--- src/rtl/muldiv_pkg.sv ---
`default_nettype none
// ============================================================================
// Package : muldiv_pkg
// Brief   : Opcode/state encodings and opcode classification helpers.
// Rev     : 1.0 - initial release
// ============================================================================
package muldiv_pkg;

    typedef enum logic [2:0] {
        OP_MUL   = 3'd0,
        OP_MULH  = 3'd1,
        OP_MULHU = 3'd3,
        OP_DIV   = 3'd4,
        OP_DIVU  = 3'd5,
        OP_MOD   = 3'd6,
        OP_MODU  = 3'd7
    } muldiv_op_t;

    typedef enum logic [2:0] {
        ST_IDLE = 3'd0,
        ST_MUL  = 3'd1,
        ST_DIV  = 3'd2,
        ST_FIX  = 3'd3,
        ST_DONE = 3'd4
    } muldiv_state_t;

    function automatic logic is_mul_op(input logic [2:0] op);
        return (op == OP_MUL) || (op == OP_MULH) || (op == OP_MULHU);
    endfunction

    function automatic logic is_div_op(input logic [2:0] op);
        return op[2];
    endfunction

    function automatic logic is_rem_op(input logic [2:0] op);
        return op[2] & op[1];
    endfunction

    function automatic logic is_signed_op(input logic [2:0] op);
        return (op == OP_MULH) || (op == OP_DIV) || (op == OP_MOD);
    endfunction

endpackage
`default_nettype wire

--- src/rtl/muldiv_unit_if.sv ---
`default_nettype none
// ============================================================================
// Interface : muldiv_unit_if
// Brief     : Request/response handshake bundle between EX and muldiv_unit.
// Rev       : 1.0 - initial release
// ============================================================================
interface muldiv_unit_if #(
    parameter int WIDTH = 32
) ();
    logic             flush;
    logic             req_valid;
    logic             req_ready;
    logic [2:0]       req_op;
    logic [WIDTH-1:0] req_rs0;
    logic [WIDTH-1:0] req_rs1;
    logic             resp_valid;
    logic             resp_ready;
    logic [WIDTH-1:0] resp_data;
    logic             busy;

    modport master (
        output flush, req_valid, req_op, req_rs0, req_rs1, resp_ready,
        input  req_ready, resp_valid, resp_data, busy
    );

    modport slave (
        input  flush, req_valid, req_op, req_rs0, req_rs1, resp_ready,
        output req_ready, resp_valid, resp_data, busy
    );
endinterface
`default_nettype wire

--- src/rtl/div_step.sv ---
`default_nettype none
// ============================================================================
// Module : div_step
// Brief  : Combinational restoring-division step retiring DIV_BITS quotient bits.
// Rev    : 1.0 - initial release
// ============================================================================
module div_step #(
    parameter int WIDTH    = 32,
    parameter int DIV_BITS = 1
) (
    input  logic [WIDTH-1:0]    i_rem,
    input  logic [WIDTH-1:0]    i_dvd,
    input  logic [WIDTH-1:0]    i_dvs,
    output logic [WIDTH-1:0]    o_rem,
    output logic [WIDTH-1:0]    o_dvd,
    output logic [DIV_BITS-1:0] o_qbits
);
    logic [WIDTH-1:0] w_rem;
    logic [WIDTH-1:0] w_dvd;
    logic [WIDTH-1:0] w_sh;
    logic             w_ge;

    always_comb begin
        w_rem   = i_rem;
        w_dvd   = i_dvd;
        w_sh    = '0;
        w_ge    = 1'b0;
        o_qbits = '0;
        for (int k = DIV_BITS - 1; k >= 0; k--) begin
            // A set MSB before the shift means the shifted value exceeds any divisor.
            w_sh       = {w_rem[WIDTH-2:0], w_dvd[WIDTH-1]};
            w_ge       = w_rem[WIDTH-1] | (w_sh >= i_dvs);
            w_rem      = w_ge ? (w_sh - i_dvs) : w_sh;
            w_dvd      = {w_dvd[WIDTH-2:0], 1'b0};
            o_qbits[k] = w_ge;
        end
        o_rem = w_rem;
        o_dvd = w_dvd;
    end
endmodule
`default_nettype wire

--- src/rtl/muldiv_unit.sv ---
`default_nettype none
// ============================================================================
// Module : muldiv_unit
// Brief  : Multi-cycle multiply/divide unit with valid/ready handshakes and flush.
// Rev    : 1.0 - initial release
// ============================================================================
module muldiv_unit
    import muldiv_pkg::*;
#(
    parameter int WIDTH    = 32,
    parameter int DIV_BITS = 1,
    parameter int MUL_LAT  = 2
) (
    input  logic          clk,
    input  logic          rst,
    muldiv_unit_if.slave  bus
);
    localparam int PW      = 2 * WIDTH;
    localparam int DIV_CYC = WIDTH / DIV_BITS;
    localparam int CNT_MAX = (DIV_CYC > MUL_LAT) ? DIV_CYC : MUL_LAT;
    localparam int CW      = $clog2(CNT_MAX + 1);

    localparam logic [2:0] S_IDLE = ST_IDLE;
    localparam logic [2:0] S_MUL  = ST_MUL;
    localparam logic [2:0] S_DIV  = ST_DIV;
    localparam logic [2:0] S_FIX  = ST_FIX;
    localparam logic [2:0] S_DONE = ST_DONE;

    logic [2:0]       r_state;
    logic [2:0]       r_op;
    logic [CW-1:0]    r_cnt;
    logic             r_neg_q;
    logic             r_neg_r;
    logic [WIDTH-1:0] r_rem;
    logic [WIDTH-1:0] r_dvd;
    logic [WIDTH-1:0] r_dvs;
    logic [WIDTH-1:0] r_quo;
    logic [WIDTH-1:0] r_data;
    logic [PW-1:0]    r_pipe [MUL_LAT];

    logic                w_req_ready;
    logic                w_accept;
    logic                w_sgn;
    logic                w_neg0;
    logic                w_neg1;
    logic [WIDTH-1:0]    w_abs0;
    logic [WIDTH-1:0]    w_abs1;
    logic [PW-1:0]       w_ext0;
    logic [PW-1:0]       w_ext1;
    logic [PW-1:0]       w_prod;
    logic [PW-1:0]       w_pout;
    logic [WIDTH-1:0]    w_mul_res;
    logic [WIDTH-1:0]    w_fix;
    logic [WIDTH-1:0]    w_step_rem;
    logic [WIDTH-1:0]    w_step_dvd;
    logic [DIV_BITS-1:0] w_step_q;

    assign w_req_ready = ((r_state == S_IDLE) | ((r_state == S_DONE) & bus.resp_ready)) & ~bus.flush;
    assign w_accept    = bus.req_valid & w_req_ready;

    assign bus.req_ready  = w_req_ready;
    assign bus.resp_valid = (r_state == S_DONE);
    assign bus.resp_data  = r_data;
    assign bus.busy       = (r_state != S_IDLE);

    // Operand conditioning: one 2*WIDTH multiplier serves signed and unsigned forms.
    assign w_sgn  = is_signed_op(bus.req_op);
    assign w_neg0 = w_sgn & bus.req_rs0[WIDTH-1];
    assign w_neg1 = w_sgn & bus.req_rs1[WIDTH-1];
    assign w_abs0 = w_neg0 ? -bus.req_rs0 : bus.req_rs0;
    assign w_abs1 = w_neg1 ? -bus.req_rs1 : bus.req_rs1;
    assign w_ext0 = {{WIDTH{w_sgn & bus.req_rs0[WIDTH-1]}}, bus.req_rs0};
    assign w_ext1 = {{WIDTH{w_sgn & bus.req_rs1[WIDTH-1]}}, bus.req_rs1};
    assign w_prod = w_ext0 * w_ext1;

    assign w_pout    = r_pipe[MUL_LAT-1];
    assign w_mul_res = (r_op == OP_MUL) ? w_pout[WIDTH-1:0] : w_pout[PW-1:WIDTH];

    assign w_fix = is_rem_op(r_op) ? (r_neg_r ? -r_rem : r_rem)
                                   : (r_neg_q ? -r_quo : r_quo);

    div_step #(
        .WIDTH    (WIDTH),
        .DIV_BITS (DIV_BITS)
    ) u_div_step (
        .i_rem   (r_rem),
        .i_dvd   (r_dvd),
        .i_dvs   (r_dvs),
        .o_rem   (w_step_rem),
        .o_dvd   (w_step_dvd),
        .o_qbits (w_step_q)
    );

    always_ff @(posedge clk or negedge rst) begin
        if (!rst) begin
            for (int k = 0; k < MUL_LAT; k++) r_pipe[k] <= '0;
        end else begin
            if (w_accept && is_mul_op(bus.req_op)) r_pipe[0] <= w_prod;
            for (int k = 1; k < MUL_LAT; k++) r_pipe[k] <= r_pipe[k-1];
        end
    end

    always_ff @(posedge clk or negedge rst) begin
        if (!rst) begin
            r_state <= S_IDLE;
            r_op    <= '0;
            r_cnt   <= '0;
            r_neg_q <= 1'b0;
            r_neg_r <= 1'b0;
            r_rem   <= '0;
            r_dvd   <= '0;
            r_dvs   <= '0;
            r_quo   <= '0;
            r_data  <= '0;
        end else if (bus.flush) begin
            r_state <= S_IDLE;
        end else if (w_accept) begin
            r_op <= bus.req_op;
            if (is_mul_op(bus.req_op)) begin
                r_state <= S_MUL;
                r_cnt   <= CW'(MUL_LAT);
            end else if (is_div_op(bus.req_op)) begin
                if (bus.req_rs1 == '0) begin
                    r_state <= S_DONE;
                    r_data  <= is_rem_op(bus.req_op) ? bus.req_rs0 : '1;
                end else begin
                    r_state <= S_DIV;
                    r_cnt   <= CW'(DIV_CYC);
                    r_rem   <= '0;
                    r_dvd   <= w_abs0;
                    r_dvs   <= w_abs1;
                    r_quo   <= '0;
                    r_neg_q <= w_neg0 ^ w_neg1;
                    r_neg_r <= w_neg0;
                end
            end else begin
                r_state <= S_DONE;
                r_data  <= '0;
            end
        end else begin
            case (r_state)
                S_MUL: begin
                    r_cnt <= r_cnt - CW'(1);
                    if (r_cnt == CW'(1)) begin
                        r_state <= S_DONE;
                        r_data  <= w_mul_res;
                    end
                end
                S_DIV: begin
                    r_rem <= w_step_rem;
                    r_dvd <= w_step_dvd;
                    r_quo <= {r_quo[WIDTH-DIV_BITS-1:0], w_step_q};
                    r_cnt <= r_cnt - CW'(1);
                    if (r_cnt == CW'(1)) r_state <= S_FIX;
                end
                S_FIX: begin
                    r_data  <= w_fix;
                    r_state <= S_DONE;
                end
                S_DONE: begin
                    if (bus.resp_ready) r_state <= S_IDLE;
                end
                default: r_state <= S_IDLE;
            endcase
        end
    end
endmodule
`default_nettype wire

--- src/flat_wrapper.sv ---
// flat-port wrapper written by rule: the top's interface ports become plain ports
module muldiv_unit_flat import muldiv_pkg::*;
#(
    parameter int WIDTH    = 32,
    parameter int DIV_BITS = 1,
    parameter int MUL_LAT  = 2
)
  (clk, rst, bus_flush, bus_req_valid, bus_req_op, bus_req_rs0, bus_req_rs1, bus_resp_ready, bus_req_ready, bus_resp_valid, bus_resp_data, bus_busy);
  muldiv_unit_if #(.WIDTH(WIDTH)) bus_i ();
  input  logic clk;
  input  logic rst;
  input wire logic [$bits(bus_i.flush)-1:0] bus_flush;
  input wire logic [$bits(bus_i.req_valid)-1:0] bus_req_valid;
  input wire logic [$bits(bus_i.req_op)-1:0] bus_req_op;
  input wire logic [$bits(bus_i.req_rs0)-1:0] bus_req_rs0;
  input wire logic [$bits(bus_i.req_rs1)-1:0] bus_req_rs1;
  input wire logic [$bits(bus_i.resp_ready)-1:0] bus_resp_ready;
  output wire logic [$bits(bus_i.req_ready)-1:0] bus_req_ready;
  output wire logic [$bits(bus_i.resp_valid)-1:0] bus_resp_valid;
  output wire logic [$bits(bus_i.resp_data)-1:0] bus_resp_data;
  output wire logic [$bits(bus_i.busy)-1:0] bus_busy;
  assign bus_i.flush = bus_flush;
  assign bus_i.req_valid = bus_req_valid;
  assign bus_i.req_op = bus_req_op;
  assign bus_i.req_rs0 = bus_req_rs0;
  assign bus_i.req_rs1 = bus_req_rs1;
  assign bus_i.resp_ready = bus_resp_ready;
  assign bus_req_ready = bus_i.req_ready;
  assign bus_resp_valid = bus_i.resp_valid;
  assign bus_resp_data = bus_i.resp_data;
  assign bus_busy = bus_i.busy;
  muldiv_unit #(.WIDTH(WIDTH), .DIV_BITS(DIV_BITS), .MUL_LAT(MUL_LAT)) u_core (.clk(clk), .rst(rst), .bus(bus_i));
endmodule
--- config.mk ---
export PLATFORM = sky130hd
export DESIGN_NAME = muldiv_unit_flat
export DESIGN_NICKNAME = d
export VERILOG_FILES = /design/src/rtl/muldiv_pkg.sv /design/src/rtl/muldiv_unit_if.sv /design/src/rtl/div_step.sv /design/src/rtl/muldiv_unit.sv /design/src/flat_wrapper.sv
export SDC_FILE = /design/constraint.sdc
export NUM_CORES = 2
export LEC_CHECK = 0
export CAP_MARGIN = 0
export CORE_AREA = 5 5 323 294
export CTS_BUF_LIST = sky130_fd_sc_hd__clkbuf_4 sky130_fd_sc_hd__clkbuf_8
export DETAILED_ROUTE_END_ITERATION = 8
export DIE_AREA = 0 0 328 299
export PLACE_DENSITY = 0.81
export SLEW_MARGIN = 20
export SYNTH_ARGS = -nofsm -noshare
export SYNTH_HDL_FRONTEND = slang
export SYNTH_SLANG_ARGS = --single-unit
--- constraint.sdc ---
create_clock -name clk -period 7.4 [get_ports clk]
set_input_delay 0.74 -clock clk [delete_from_list [all_inputs] [get_ports clk]]
set_output_delay 0.74 -clock clk [all_outputs]
set_load 0.05 [all_outputs]
==> flow_metrics.tcl <==
set metrics [dict create \
    cts_inserted_buffers 46 \
    final-setup-viol-count 24 \
    async_reset_ff_frac 1.00 \
    hp-class "in2async" \
    finalHoldViolCount 0 \
    synthSimpleGateAreaFrac 0.147 \
    hpwl_um 131000 \
    grt_pass1_vias 48400 \
    syn-num-nets 7459 \
    slew_viol_final 0 \
    yosysSeqAreaShare 0.139 \
    drive_gt1_frac 0.177 \
    cts_tree "done" \
    overflow 0 \
    rsz0062_at_grt "true" \
    worstSkewPairLatency_ns 0.60 \
    timing.final.ws_setup_ns -0.375 \
    cp.required_ns 7.87 \
    critPathLaunchType "input port" \
    yosysWarningCount 0 \
    cts-root-buf "clkbuf_8" \
    die_y_um 299 \
    crit_family "adder cells" \
    htree_levels 2 \
    rows 106 \
    synth_top_family_by_area "adder cells" \
    synth_area_um2 54200 \
    maxSlewHeadroom 0.222 \
    synth_area_leaders "fa_1 42%, dfrtp_1 14%, inv_1 8.1%" \
    grt_max_degree 162 \
    cts_max_path_buffers 3 \
    die-area_um2 98100 \
    gp_congestion 0.979 \
    via_per_inst 5.94 \
    io_buffers 106 \
    fp.dieW_um 328 \
    via_count 46000 \
    crit_arrival_ns 8.25 \
    ioPinCount 107 \
    synth_cell_type_count 80 \
    worstSetupEndpointType "flop" \
    antenna_left 0 \
    max_stage_delay_ns 0.65 \
    fin_crit_sh 1.05 \
    path_buf_inv 10 \
    ff2ff_path_depth 15 \
    place_area_um2 60600 \
    yosys_register_bits 302 \
    coreArea_um2 91600 \
    antenna_found_initial 11 \
    synth_mux_area_frac 0.00941 \
    fmax_mhz 129 \
    critPathSlowestCell "fa_2" \
    area_growth_syn_to_layout_pct 19.8 \
    synth_edf_count 0 \
    start_util 0.592 \
    synthAdderAreaFrac 0.473 \
    violations "negative setup slack" \
    routedWlPerCell_um 23.3 \
    layout_common_cells "1132 x inv_1, 1065 x fa_1, 957 x nand2_1, 491 x buf_4, 307 x and2_1" \
    first_pass_iters 7 \
    pre_cts_slack_ns -1.52 \
    synthFlopType "dfrtp_1" \
    whs_ns 0.0919 \
    design_area_um2 65000 \
    cts.sinks 302 \
    period_needed_ns 7.78 \
    clkTransAtPathRegs_ns 0.08 \
    wl_um 180000 \
    n_fill_cell 6140 \
    synth_compound_area_frac 0.0857 \
    finalNetCount 7908 \
    cp_max_fo 5 \
    synthXorXnorAreaFrac 0.0358 \
    clock_skew_ns 0.0185 \
    status "complete, but fails checks" \
    synth_top_area_frac 0.416 \
    drv_cap 0 \
    cp.depth 29 \
    synthCells 6011 \
    worstMarginPinSlew_ns 1.16 \
    path_class "in2reg" \
    synthesis.area_per_instance_um2 9.02 \
    initialDrtViolationCount 4512 \
    yosys.area.top_type "fa_1" \
    final_common_cell "inv_1" \
    drc 0 \
    grt_pass1_wl_um 267000 \
    grtUsageTotal 0.348 \
]
## per-stage QoR
step | utilization | setup TNS [ns] | cells
final | 0.709 | -5.02 | 7748
after global routing | 0.709 | -11.25 | 7737
after CTS | 0.693 | -1.37 | 7671
after detailed placement | 0.661 | -50.73 | 7533
after global placement | 0.661 | -47.38 | 7533
after floorplan | - | -11.30 | 6011
## synthesized netlist by cell type (4+ instances only)
library cell	count
inv_1	1177
fa_1	1126
nand2_1	983
and2_1	330
clkbuf_1	311
dfrtp_1	302
ha_1	250
o21ai_0	250
nor2_1	211
a21oi_1	191
xnor2_1	122
xor2_1	100
mux2i_1	45
a21o_1	44
buf_1	42
nand3_1	40
a31oi_1	37
o31ai_1	33
a22o_1	31
o211ai_1	29
nand2b_1	26
nor3_1	26
and3_1	25
o21bai_1	23
a211oi_1	21
o21a_1	21
or3_1	21
nand4_1	19
nor4_1	16
o41ai_1	15
or4_1	15
buf_2	13
buf_4	7
nor2b_1	7
o21ai_1	7
or2_2	6
a211o_1	5
a221oi_1	5
a221o_1	4
a22oi_1	4
mux2_2	4
nand4b_1	4
or4_4	4
## final timing paths
| kind | from | end | slack, ns |
|---|---|---|---|
| max in group asynchronous | rst | u_core.bus.resp_data[27] | 5.90 |
| setup reg to reg | u_core.r_dvd[31] | u_core.r_rem[17] | 3.24 |
| setup / recovery | bus_req_rs0[22] | u_core.r_pipe[122] | -0.38 |
| min in group clk | u_core.r_pipe[105] | u_core.w_pout[41] | 0.38 |
| hold / removal | rst | u_core.r_dvd[6] | 0.09 |
| hold reg to reg | u_core.r_pipe[105] | u_core.w_pout[41] | 0.38 |
## final cells by class
class,instances,area [um^2],area share
inverter,1178,4430,0.0683
timing repair buffer,781,7990,0.123
multi-input combinational,4151,42300,0.651
clock inverter,13,168,0.00258
clock buffer,69,906,0.0139
tap,1242,1550,0.0239
sequential,302,7560,0.116
antenna,12,30.0,0.000462
## per-layer routing
| metal | part of all wire | track usage |
|---|---|---|
| met1 | 0.35 | 0.439 |
| met2 | 0.45 | 0.544 |
| met3 | 0.13 | 0.106 |
| met4 | 0.074 | 0.187 |
| met5 | 0.00024 | 0 |
## cell families (layout without fill, tap and decap cells)
logic type	Yosys count	in the layout
buffers and inverters	1558	2041
AND/OR/NAND/NOR	1749	1749
AO/OA/AOI/OAI	754	754
adder cells (fa/ha/maj)	1376	1376
flip-flops	302	302
multiplexers	50	50
XOR/XNOR	222	222
other	0	12
## registers in the layout (all words and copies together) (netlist names)
| register | flops |
|---|---|
| u_core.bus.resp_data | 32 |
| u_core.r_cnt | 6 |
| u_core.r_dvd | 32 |
| u_core.r_dvs | 32 |
| u_core.r_neg_q | 1 |
| u_core.r_neg_r | 1 |
| u_core.r_op | 3 |
| u_core.r_pipe | 64 |
| u_core.r_quo | 32 |
| u_core.r_rem | 32 |
| u_core.r_state | 3 |
| u_core.w_pout | 64 |
## timing repair
item                                    CTS  global route
pin swaps                               140           136
resized for setup                       350           244
hold buffers                              0             0
cloned                                   11            13
endpoints found under the setup margin   43            34
buffers inserted                         46            53
## worst register-to-register path, delay by kind of cell (launching register included)
family                     cells  cell delay [ns]
buffers and inverters          3             0.56
and+or+nand+nor                3             0.90
AOI/OAI and AO/OA              7             1.65
adders and majority gates      2             0.57
DFF                            1             0.40
Power is not shown: default switching activity piles up to over one toggle a cycle in this logic, so the estimate is an artifact.
